### src/rtl/wbc_irq_ctl_pkg.sv
// Shared register map and CTRL bit layout for the wbc_irq_ctl interrupt controller.
package wbc_irq_ctl_pkg;

  localparam int DATA_W = 16;
  localparam int ADR_W  = 2;

  typedef enum logic [ADR_W-1:0] {
    REG_MASK = 2'd0,
    REG_PEND = 2'd1,
    REG_MODE = 2'd2,
    REG_CTRL = 2'd3
  } reg_sel_e;

  localparam int CTRL_GIE = 0;
  localparam int CTRL_ANY = 15;

  function automatic logic [DATA_W-1:0] ctrl_word(input logic gie, input logic any);
    logic [DATA_W-1:0] r;
    r           = '0;
    r[CTRL_GIE] = gie;
    r[CTRL_ANY] = any;
    return r;
  endfunction

endpackage

### src/rtl/wbc_irq_sync.sv
// One interrupt line: two-flop synchroniser plus rising-edge detector with a
// short warm-up so a line already high at reset release does not look like an edge.
module wbc_irq_sync (
  input  logic clk,
  input  logic rst_n,
  input  logic line,
  output logic level,
  output logic rise
);

  logic       sync_p0;
  logic       sync_p1;
  logic       hist_p2;
  logic [2:0] warm;

  always_ff @(posedge clk or negedge rst_n) begin
    if (!rst_n) begin
      sync_p0 <= 1'b0;
      sync_p1 <= 1'b0;
      hist_p2 <= 1'b0;
      warm    <= '0;
    end else begin
      // p0 -> p1: metastability settling; p2: edge history
      sync_p0 <= line;
      sync_p1 <= sync_p0;
      hist_p2 <= sync_p1;
      warm    <= {warm[1:0], 1'b1};
    end
  end

  // Edges are only trusted once the synchroniser holds post-reset samples.
  assign level = sync_p1;
  assign rise  = sync_p1 & ~hist_p2 & warm[2];

endmodule

### src/rtl/wbc_irq_ctl.sv
// Interrupt qualifier: per-line sync/edge detect, MASK/PEND/MODE/CTRL registers
// behind a single-cycle-ack register bus, and registered ireq to the vector controller.
module wbc_irq_ctl
  import wbc_irq_ctl_pkg::*;
#(
  parameter int N = 8
) (
  input  logic              wb_clk_i,
  input  logic              wb_rstn_i,
  input  logic              wb_cyc_i,
  input  logic              wb_stb_i,
  input  logic              wb_we_i,
  input  logic [ADR_W-1:0]  wb_adr_i,
  input  logic [DATA_W-1:0] wb_dat_i,
  output logic [DATA_W-1:0] wb_dat_o,
  output logic              wb_ack_o,
  input  logic [N-1:0]      irq_i,
  output logic [N-1:0]      ireq,
  input  logic [N-1:0]      iack
);

  logic [N-1:0]      level;
  logic [N-1:0]      rise;
  logic [N-1:0]      mask;
  logic [N-1:0]      pend;
  logic [N-1:0]      mode;
  logic [N-1:0]      pend_nxt;
  logic [N-1:0]      wdat;
  logic [N-1:0]      to_edge;
  logic [N-1:0]      w1c;
  logic              gie;
  logic              any;
  logic              bus_armed;
  logic              access;
  logic              wr;
  logic              rd;
  logic [DATA_W-1:0] rdata;
  logic              unused_dat;
  reg_sel_e          sel;

  for (genvar gi = 0; gi < N; gi++) begin : g_line
    wbc_irq_sync u_sync (
      .clk   (wb_clk_i),
      .rst_n (wb_rstn_i),
      .line  (irq_i[gi]),
      .level (level[gi]),
      .rise  (rise[gi])
    );
  end

  function automatic logic [DATA_W-1:0] zext(input logic [N-1:0] v);
    logic [DATA_W-1:0] r;
    r        = '0;
    r[N-1:0] = v;
    return r;
  endfunction

  // A bus cycle that straddles reset is never acked: the port re-arms only after stb drops.
  assign sel        = reg_sel_e'(wb_adr_i);
  assign access     = wb_cyc_i & wb_stb_i & ~wb_ack_o & bus_armed;
  assign wr         = access & wb_we_i;
  assign rd         = access & ~wb_we_i;
  assign wdat       = wb_dat_i[N-1:0];
  assign any        = |ireq;
  assign to_edge    = (wr && sel == REG_MODE) ? (wdat & ~mode) : '0;
  assign w1c        = (wr && sel == REG_PEND) ? wdat : '0;
  assign unused_dat = ^wb_dat_i;

  always_comb begin
    rdata = '0;
    case (sel)
      REG_MASK: rdata = zext(mask);
      REG_PEND: rdata = zext(pend);
      REG_MODE: rdata = zext(mode);
      REG_CTRL: rdata = ctrl_word(gie, any);
      default:  rdata = '0;
    endcase
  end

  // Priority per bit: level->edge switch clears, level mode tracks, set beats clear.
  always_comb begin
    pend_nxt = pend;
    for (int i = 0; i < N; i++) begin
      if (to_edge[i])             pend_nxt[i] = 1'b0;
      else if (!mode[i])          pend_nxt[i] = level[i];
      else if (rise[i])           pend_nxt[i] = 1'b1;
      else if (iack[i] || w1c[i]) pend_nxt[i] = 1'b0;
    end
  end

  always_ff @(posedge wb_clk_i or negedge wb_rstn_i) begin
    if (!wb_rstn_i) begin
      mask      <= '0;
      pend      <= '0;
      mode      <= '0;
      gie       <= 1'b0;
      ireq      <= '0;
      wb_ack_o  <= 1'b0;
      wb_dat_o  <= '0;
      bus_armed <= 1'b0;
    end else begin
      wb_ack_o <= access;
      if (!(wb_cyc_i && wb_stb_i)) bus_armed <= 1'b1;
      pend <= pend_nxt;
      // p1: request qualification one cycle behind PEND
      ireq <= pend & mask & {N{gie}};
      if (wr) begin
        case (sel)
          REG_MASK: mask <= wdat;
          REG_MODE: mode <= wdat;
          REG_CTRL: gie  <= wb_dat_i[CTRL_GIE];
          default:  ;
        endcase
      end
      if (rd) wb_dat_o <= rdata;
    end
  end

endmodule

### config.mk
export PLATFORM = sky130hd
export DESIGN_NAME = wbc_irq_ctl
export DESIGN_NICKNAME = d
export VERILOG_FILES = /design/src/rtl/wbc_irq_ctl_pkg.sv /design/src/rtl/wbc_irq_sync.sv /design/src/rtl/wbc_irq_ctl.sv
export SDC_FILE = /design/constraint.sdc
export NUM_CORES = 1
export LEC_CHECK = 0
export BUFFER_PORTS_ARGS = -buffer_cell sky130_fd_sc_hd__buf_2
export CAP_MARGIN = 0
export CORE_UTILIZATION = 55
export CTS_CLUSTER_SIZE = 16
export DETAILED_ROUTE_END_ITERATION = 10
export PLACE_DENSITY = 0.82
export SLEW_MARGIN = 10
export SYNTH_ARGS = -nofsm -noshare
export SYNTH_HDL_FRONTEND = slang
export SYNTH_HIERARCHICAL = 1
export SYNTH_SLANG_ARGS = --single-unit
### constraint.sdc
create_clock -name wb_clk_i -period 1.58 [get_ports wb_clk_i]
set_input_delay 0.079 -clock wb_clk_i [delete_from_list [all_inputs] [get_ports wb_clk_i]]
set_output_delay 0.079 -clock wb_clk_i [all_outputs]
set_load 0.01 [all_outputs]
## Yosys cells after proc, flatten, opt, wreduce, memory -nomap -nowiden

Cells that the tools add are included.

- Shifts and indexed selects: 0
- $add $sub $neg: 0
- Reduce and logical (&&, ||, !) cells: 16
- Equal/unequal tests: 11
- Divide/modulo/power cells: 0
- Bitwise gates (word level): 35
- Multiply operators: 0
- Muxes and demuxes: 35
- Order comparisons: 0

Operator list:

| operator | number |
|---|---|
| $pmux W16 S4 | 1 |
| $mux W1 | 32 |
| $ne A4 B1 Y1 const B | 8 |
| $and A8 B8 Y8 | 3 |
| $and A1 B1 Y1 | 21 |
| $mux W8 | 2 |
| $not A1 Y1 | 10 |
| $logic_or A1 B1 Y1 | 8 |
| $not A8 Y8 | 1 |
| $reduce_or A8 Y1 | 1 |
| $reduce_and A2 Y1 | 3 |
| $eq A2 B2 Y1 const B | 2 |
| $logic_and A1 B1 Y1 | 3 |
| $eq A2 B1 Y1 const B | 1 |
| $logic_not A2 Y1 | 1 |

- Input bits: 39
- Flip-flop bits (word level): 99
- Bits in read-only memories: 0
- Word-level logic and storage cells: 144
- Output and inout port bits: 25
- Latch bits: 0
- Memory bits (writable): 0
- Memories kept: 0

## Longest topological paths before layout

Gate-level depths: netlist (run 1).

- Depth after elaboration: 11
- Gate-level depth with buffers: 5
- Depth with buffers taken out: 4

## Cells and area by module

The synthesis (run 1) kept the hierarchy.

Modules (own cells, without submodules):

| module | seq. area each (um^2) | area an instance (um^2) | times used | cells an instance |
|---|---|---|---|---|
| wbc_irq_ctl | 1101.1 | 2194.6 | 1 | 180 |
| wbc_irq_sync | 150.1 | 162.7 | 8 | 8 |

## Worst setup path before layout (run 1)

No wires, ideal clock.

- Kind: reg-to-reg
- Start point: reg wb_ack_o
- End point: reg wb_dat_o[0]
- Arrival time: 1.347 ns
- Path buffers: 2
- Period minus slack after synthesis: 1.472 ns
- Required time: 1.455 ns
- Library setup time: 0.125 ns
- Stages on the path, launching flop included: 6
- Setup slack: 0.108 ns
- Path through: dfrtp_1 > and4b_1 > buf_6 > nor2b_4 > buf_6 > mux2_4

- Cells in the longest elaborated chain, start to end: 4

RTL lines:

| item | line | RTL |
|---|---|---|
| start: declaration | wbc_irq_ctl.sv:16 | `output logic wb_ack_o,` |
| start signal: assignment | wbc_irq_ctl.sv:102 | `wb_ack_o <= access;` |
| $not A1 Y1 | wbc_irq_ctl.sv:60 | `assign access = wb_cyc_i & wb_stb_i & ~wb_ack_o & bus_armed;` |
| $and A1 B1 Y1 (2 in a row) | wbc_irq_ctl.sv:60 |  |
| via access | wbc_irq_ctl.sv:34 | `logic access;` |
| $and A1 B1 Y1 | wbc_irq_ctl.sv:62 | `assign rd = access & ~wb_we_i;` |
| end signal: assignment | wbc_irq_ctl.sv:115 | `if (rd) wb_dat_o <= rdata;` |
| end: declaration | wbc_irq_ctl.sv:15 | `output logic [DATA_W-1:0] wb_dat_o,` |

The timed path passes the listed nets, and every way through them passes these cells.
A chain may end at the register's enable or synchronous reset.

## Worst setup path in the final report (run 1)

- Start point: reg wb_ack_o
- End point: reg mode[2]

- Cells in the longest elaborated chain, start to end: 5

RTL lines:

| item | line | RTL |
|---|---|---|
| $not A1 Y1 | wbc_irq_ctl.sv:60 |  |
| $and A1 B1 Y1 (2 in a row) | wbc_irq_ctl.sv:60 |  |
| $and A1 B1 Y1 | wbc_irq_ctl.sv:61 | `assign wr = access & wb_we_i;` |
| $reduce_and A2 Y1 (no line) | -- |  |
| end signal: assignment | wbc_irq_ctl.sv:110 | `REG_MODE: mode <= wdat;` |
| end: declaration | wbc_irq_ctl.sv:26 | `logic [N-1:0] mode;` |

No other way between the ends.

==> results of run 1 <==
state kept, by name (all words and copies together), names as in the netlist:
name and count:
g_line.u_sync/sync_p0 8, pend 8, g_line.u_sync/warm 24, mask 8
mode 8, ireq 8, wb_ack_o 1, g_line.u_sync/level 8
wb_dat_o 9, gie 1, bus_armed 1, g_line.u_sync/hist_p2 8
path summary, 6_finish.rpt:
kind / slack [ns] / to / cells after the start / start
worst min-delay path: 0.11 / pend[0] / 4 / iack[0]
min in group asynchronous: 0.22 / g_line[7].u_sync/warm[2] / 2 / wb_rstn_i
worst min register to register: 0.35 / g_line[5].u_sync/warm[2] / 0 / g_line[5].u_sync/warm[1]
worst max-delay path: 0.02 / mode[2] / 4 / wb_ack_o
worst max register to register: 0.02 / mode[2] / 4 / wb_ack_o
max in group asynchronous: 0.81 / g_line[1].u_sync/level / 3 / wb_rstn_i
what timing repair did:
item / 4_1_cts / 5_1_grt
gates resized for setup: 0 / 3
hold buffers: 19 / 0
hold endpoints to repair: 55 / 0
setup buffers: 0 / 1
setup endpoints to repair: 0 / 19
stage by stage:
stage	util	cell area (sq um)	instances	TNS [ns]	total power [mW]
global route	0.710	4280	400	-0.265	5.83
global placement	0.638	3850	366	0	3.74
floorplan	-	3520	250	0	3.44
finish	0.710	4280	400	0	5.57
CTS	0.707	4260	399	0	5.61
detailed placement	0.638	3850	366	0	3.80
report_power, final:
group	internal, mW	leakage, nW	switching, mW	total, mW
clock	1.03	0.111	0.743	1.77
combinational	0.509	0.865	0.376	0.885
sequential	2.67	1.11	0.245	2.91
total	4.20	2.09	1.36	5.57
kinds of logic (layout without fill, tap and decap cells):
logic type | after synthesis | after routing | share of synthesized area
AND/OR/NAND/NOR | 54 | 54 | 0.105
multiplexers | 34 | 34 | 0.120
buffers and inverters | 23 | 98 | 0.0390
other | 9 | 15 | 0.00966
AO/OA/AOI/OAI | 32 | 32 | 0.0676
flip-flops | 92 | 92 | 0.659
per-layer routing:
| metal | GRT usage | vias up | part of all wire |
|---|---|---|---|
| met3 | 0.0400 | 12 | 0.061 |
| met5 | 0 | - | 0 |
| li1 | - | 983 | - |
| met2 | 0.332 | 88 | 0.48 |
| met1 | 0.288 | 1079 | 0.44 |
| met4 | 0.0930 | 0 | 0.018 |
synth_stat cells (2+ instances only):
| cell | count |
|---|---|
| nor4_1 | 2 |
| nand2b_1 | 18 |
| buf_6 | 2 |
| buf_1 | 2 |
| nor2_1 | 9 |
| and3b_1 | 8 |
| mux2_4 | 9 |
| a31o_2 | 8 |
| o22ai_1 | 8 |
| dfrtp_1 | 92 |
| inv_1 | 8 |
| and3_1 | 8 |
| mux2_2 | 17 |
| mux2i_1 | 7 |
| conb_1 | 9 |
| o2bb2ai_1 | 7 |
| buf_4 | 9 |
| a31oi_1 | 8 |
layout make-up:
| cell class | count | area share |
|---|---|---|
| Clock inverter | 5 | 0.0240 |
| Tap cell | 75 | 0.0219 |
| Clock buffer | 9 | 0.0289 |
| Multi-Input combinational cell | 135 | 0.254 |
| Inverter | 8 | 0.00702 |
| Sequential cell | 92 | 0.538 |
| Timing Repair Buffer | 76 | 0.127 |
critical path: cells and delay by family, from the launching register on:
family | cells | cell delay [ns]
and+or+nand+nor | 2 | 0.56
DFF | 1 | 0.38
muxes | 1 | 0.37
buffers and inverters | 1 | 0.13
==> reports/metrics.yaml, run 1 <==
antenna_found_initial: 0
layout-drive-gt1-share: 0.342
grt_max_degree: 37
insertion_delay_ns: 0.34
diodes: 0
port_buffers: 48
grt_pass1_vias: 2105
fin_skew_ns: 0.00638
fp.dieW_um: 81.7
multi_input_area_sq_mm: 0.00108
async_reset_ff_frac: 1.00
worstPathArrival_ns: 1.79
place_congestion: 0.742
synth_largest_area_cell: "dfrtp_1"
nFillCells: 445
seqCellArea_sq_mm: 0.00230
layout_common_cells: "92 x dfrtp_1, 47 x buf_2, 19 x dlygate4sd3_1"
drc: 0
avgSynthCellArea_sq_um: 14.3
cts_buffers: 9
synth_cell_types: 31
fin_ws_ns: 0.0186
die_area_sq_mm: 0.00668
final_nets: 361
cts.sinks: 92
drv_slew: 0
cts_tree: "built"
track_usage: 0.212
synthToLayoutAreaGrowth_pct: 22.4
start_kind: "flip-flop"
synthCells: 244
ant_nets: 0
end_kind: "flip-flop"
synth-edff-count: 0
synth_seq_cells: 92
initial_core_util: 0.580
drt-total-wl_um: 6400
path_clk_slew_ns: 0.08
drv_cap: 0
viasPerCell: 5.41
wl_per_cell_um: 16.0
slowest_delay_ns: 0.38
post-place-ws_ns: 0.0603
rsz0062_at_grt: "true"
crit_path_top_delay_cell: "dfrtp_1"
timing.hold.ws_ns: 0.106
grt.overflow.total: 0
synth.area.top_cells: "dfrtp_1 66%, mux2_2 5.5%, mux2_4 3.9%"
synth_ff_type: "dfrtp_1"
setup_viol: 0
core_region_area_sq_mm: 0.00603
ir_worst_vdd_v: 0.000661
firstDrtPassIters: 4
status: "complete, no violations"
seq_area_frac_synth: 0.659
period_share: 0.988
first_iter_violations: 144
worstPathCellList: "and4b_2 > buf_6 > nand4b_4 > mux2_4"
die_y_um: 81.7
final_common_cell: "dfrtp_1"
p_leak_nw: 2.09
grt_first_pass_wirelength_um: 10100
crit_type: "flip-flop to flip-flop"
cp.required_ns: 1.81
power_density_mw_per_mm2: 1300
htree_levels: 3
num_vias: 2162
synthDominantCellAreaShare: 0.659
clk_path_buf_depth: 2
hold_viol_final: 0
cp_max_fo: 8
hpwl_um: 4220
rows: 28
cts_root_buf: "clkbuf_8"
yosysWarningCount: 6
fmax_mhz: 640
fin_crit_ns: 1.56
hold_path.class: "input port to flip-flop"
syn_area_sq_mm: 0.00350
io_pins: 64
Note: power is estimated with default switching activity, not from simulation.
==> run 2, diff against run 1 <==
- CORE_MARGIN: default -> 4
- PLACE_DENSITY: 0.82 -> 0.85
==> run 2 against run 1 <==
Effect of this change: die area is 15% higher; clock-buffer cell count is 3 higher; critical endpoint is now mask[5]; critical path depth is 1 lower; non-clock buffer count is 4 lower; worst setup slack better by 0.032 ns; combinational power hardly changed; first-iteration DRC count is 4.9% lower; critical path type unchanged; register-to-register slack better by 0.03 ns; sequential cell count stayed put.
==> reports/metrics.yaml, run 2 (same netlist as run 1, synthesis figures left out) <==
status: "complete, no violations"
fin_skew_ns: 0.00881
dpl.cell_count: 363
timing.critical_path.from: "wb_ack_o"
hold_path.class: "input port to flip-flop"
regMostFlops: "g_line.u_sync/warm"
r2r_cells: 3
grt.overflow.total: 0
final_nets: 357
crit_end: "mask[5]"
diodes: 0
track_usage: 0.191
rows: 28
end_kind: "flip-flop"
insertion_delay_ns: 0.35
drt-total-wl_um: 6660
reg2reg_slack_ns: 0.05
final_common_cell: "dfrtp_1"
io_pins: 64
rsz0062_at_grt: "false"
ir_worst_vdd_v: 0.00119
port_buffers: 48
largest_reg_flops: 24
core_region_area_sq_mm: 0.00606
slowest_delay_ns: 0.38
path_clk_slew_ns: 0.08
setup-tns-final_ns: 0
wl_per_cell_um: 16.7
period_share: 0.968
hpwl_um: 4510
layout_common_cells: "92 x dfrtp_1, 47 x buf_2, 19 x dlygate4sd3_1"
cts_tree: "built"
worstReg2RegEnd: "mask[5]"
grt_first_pass_wirelength_um: 10800
num_vias: 2131
p_leak_nw: 2.05
clk_path_buf_depth: 2
fp.dieW_um: 87.7
die_y_um: 87.7
crit_path_top_delay_cell: "dfrtp_1"
cts_buffers: 9
start_kind: "flip-flop"
hold_viol_final: 0
cts_resized: 0
place_congestion: 0.741
utilization: 0.696
fin_ws_ns: 0.0508
layout.cells.non_filler: 398
holdBufCountCts: 19
hp-start: "iack[1]"
post-place-ws_ns: 0.0555
postCtsSetupBuffers: 0
setup_viol: 0
die_area_sq_mm: 0.00770
firstDrtPassIters: 4
initial_core_util: 0.577
fmax_mhz: 654
cts.sinks: 92
worst_r2r_startpoint: "wb_ack_o"
fin_crit_ns: 1.53
grt_pass1_vias: 2211
reg_top3: "g_line.u_sync/warm (24), wb_dat_o (9)"
worstPathCellList: "and4b_1 > nand3_2 > mux2_2"
layout-drive-gt1-share: 0.328
final_area_sq_mm: 0.00422
cts_root_buf: "clkbuf_8"
drc: 0
drv_cap: 0
first_iter_violations: 137
htree_levels: 3
crit_type: "flip-flop to flip-flop"
grt_max_degree: 93
place_area_sq_mm: 0.00381
power_density_mw_per_mm2: 1300
cp_max_fo: 8
ant_nets: 0
cp.required_ns: 1.81
nFillCells: 444
viasPerCell: 5.35
worstPathArrival_ns: 1.76
synthToLayoutAreaGrowth_pct: 20.7
timing.hold.ws_ns: 0.0983
power_mw: 5.49
antenna_found_initial: 0
drv_slew: 0
run 2: changes by cell type in the layout (fill, tap and decap cells not counted):
cell       previous run  this run
buf_4                 6         4
clkbuf_1              0         2
and4b_1               0         1
and4b_2               1         0
buf_12                3         2
buf_6                 1         0
bufinv_16             3         2
clkbuf_8              9        10
mux2_2               16        17
mux2_4               10         9
run 2: power breakdown:
group	switching [mW]	leakage (nW)	internal (mW)	total, mW
combinational	0.387	0.835	0.496	0.883
sequential	0.248	1.11	2.67	2.91
clock	0.759	0.107	0.933	1.69
run 2: metal layers:
| layer | GRT usage | vias up | share of wire |
|---|---|---|---|
| li1 | - | 978 | - |
| met1 | 0.235 | 1060 | 0.41 |
| met2 | 0.307 | 73 | 0.49 |
| met3 | 0.0630 | 20 | 0.067 |
| met4 | 0.0907 | 0 | 0.031 |
| met5 | 0 | - | 0 |
run 2: how the worst min path moves through the flow:
stage	to	slack, ns	depth (start not counted)
2_1_floorplan	bus_armed	-0.22	0
3_3_place_gp	g_line[6].u_sync/sync_p0	0.15	2
3_5_place_dp	g_line[6].u_sync/warm[0]	0.16	2
4_1_cts	pend[7]	0.08	4
5_1_grt	pend[7]	0.08	4
6_report	pend[1]	0.1	4
run 2: cell type report:
class,instances,area [sq um],area share
multi-input combinational,135,1080,0.256
clock inverter,4,72.6,0.0172
sequential,92,2300,0.546
tap,75,93.8,0.0222
inverter,8,30.0,0.00712
clock buffer,12,145,0.0344
timing repair buffer,72,495,0.117
run 2: critical path, delay by kind of cell (launching register included):
kind,cells,cell delay [ns]
AND/OR/NAND/NOR,2,0.67
flip-flops,1,0.38
multiplexers,1,0.36
==> run 3, diff against run 2 <==
- CORE_UTILIZATION: 55 -> 40
- PLACE_DENSITY: 0.85 -> 0.67
- clock period: 1.58 -> 1.65 ns (I/O delays scaled with it)
==> run 3 against run 2 <==
Effect of this change: power decreased by 5.0%; worst setup slack improved by 0.090 ns; sequential power shrank 5%; die area increased by 34%; sequential share of layout area fell by 0.51 points; largest cell class unchanged.
==> reports/metrics.yaml, run 3 (same netlist as run 1, synthesis figures left out) <==
status: "complete, no violations"
drv_cap: 0
ir_worst_vdd_v: 0.000695
hold_viol_final: 0
insertion_delay_ns: 0.35
grt_pass1_vias: 2187
ant_nets: 0
cts_tree: "built"
largest_reg_flops: 24
grt.met3_usage: 0.0517
fmax_mhz: 663
nFillCells: 749
hold_path.class: "input port to flip-flop"
cp_max_fo: 6
firstDrtPassIters: 4
viasPerCell: 4.89
final_common_cell: "dfrtp_1"
layout_common_cells: "92 x dfrtp_1, 47 x buf_2, 19 x dlygate4sd3_1"
fin_crit_ns: 1.51
drc: 0
grt_max_degree: 48
antenna_found_initial: 0
grt.overflow.total: 0
cts_buffers: 9
place_congestion: 0.751
period_share: 0.915
rows: 33
wl_per_cell_um: 14.9
track_usage: 0.135
reg_top3: "g_line.u_sync/warm (24), wb_dat_o (9)"
cp.required_ns: 1.88
power_density_mw_per_mm2: 1220
rsz0062_at_grt: "false"
final_area_sq_mm: 0.00426
met1_usage: 0.177
start_kind: "flip-flop"
first_iter_violations: 78
final_nets: 359
end_kind: "flip-flop"
die_y_um: 101
setup_viol: 0
postCtsSetupBuffers: 0
diodes: 0
drv_slew: 0
drt-total-wl_um: 6420
seqCellArea_sq_mm: 0.00230
multi_input_area_sq_mm: 0.00108
grt_first_pass_wirelength_um: 10600
dpl.cell_count: 395
regMostFlops: "g_line.u_sync/warm"
die_area_sq_mm: 0.0103
cts.sinks: 92
initial_core_util: 0.419
synthToLayoutAreaGrowth_pct: 21.8
io_pins: 64
num_vias: 2103
met2_usage: 0.208
port_buffers: 48
core_region_area_sq_mm: 0.00834
reg2reg_slack_ns: 0.14
place_area_sq_mm: 0.00385
crit_type: "flip-flop to flip-flop"
fp.dieW_um: 101
p_leak_nw: 2.05
top_usage_layer: "met2"
layout.cells.non_filler: 430
worstPathArrival_ns: 1.74
layout-drive-gt1-share: 0.338
setup-tns-final_ns: 0
path_clk_slew_ns: 0.09
hpwl_um: 4390
clk_path_buf_depth: 2
fin_skew_ns: 0.0114
cts_root_buf: "clkbuf_8"
htree_levels: 3
run 3: power by group:
group          total [mW]  internal, mW  switching [mW]
clock                1.61         0.853           0.758
combinational       0.831         0.474           0.357
sequential           2.77          2.55           0.222
run 3: critical path, cell delays in order, from the launching register on:
cell and delay, ns:
dfrtp_1 0.38, and4b_2 0.37, nor2b_4 0.17, buf_4 0.17, mux2_4 0.30
run 3: worst paths after layout:
kind | endpoint | cells past startpoint | startpoint
max in group asynchronous | g_line[5].u_sync/warm[1] | 3 | wb_rstn_i
worst max register to register | wb_dat_o[2] | 4 | wb_ack_o
min in group asynchronous | mask[6] | 2 | wb_rstn_i
worst min-delay path | pend[7] | 4 | iack[7]
worst max-delay path | wb_dat_o[2] | 4 | wb_ack_o
worst min register to register | g_line[0].u_sync/warm[1] | 0 | g_line[0].u_sync/warm[0]
run 3: layout make-up:
| class | count | share of cell area |
|---|---|---|
| Tap cell | 105 | 0.0308 |
| Multi-Input combinational cell | 135 | 0.254 |
| Sequential cell | 92 | 0.541 |
| Clock inverter | 6 | 0.0209 |
| Clock buffer | 10 | 0.0300 |
| Timing Repair Buffer | 74 | 0.117 |
| Inverter | 8 | 0.00705 |
run 3: routing by layer:
layer,routed length [um],share of wire
met1,2870,0.45
met2,3000,0.47
met3,451,0.070
met4,95,0.015
met5,0,0
run 3: metrics by stage:
step	power [mW]	hold WS [ns]	utilization	setup slack [ns]
6_report	5.22	0.0917	0.511	0.141
3_3_place_gp	3.59	0.00923	0.462	0.0987
2_1_floorplan	3.30	-0.213	-	0.178
4_1_cts	5.28	0.0744	0.511	0.0612
5_1_grt	5.51	0.0820	0.511	0.0771
3_5_place_dp	3.63	0.0139	0.462	0.0843
run 3: what timing repair did:
action | in CTS | in global routing
resized for setup | 0 | 1
endpoints found under the setup margin | 0 | 4
endpoints found under the hold margin | 91 | 0
hold buffers | 19 | 0
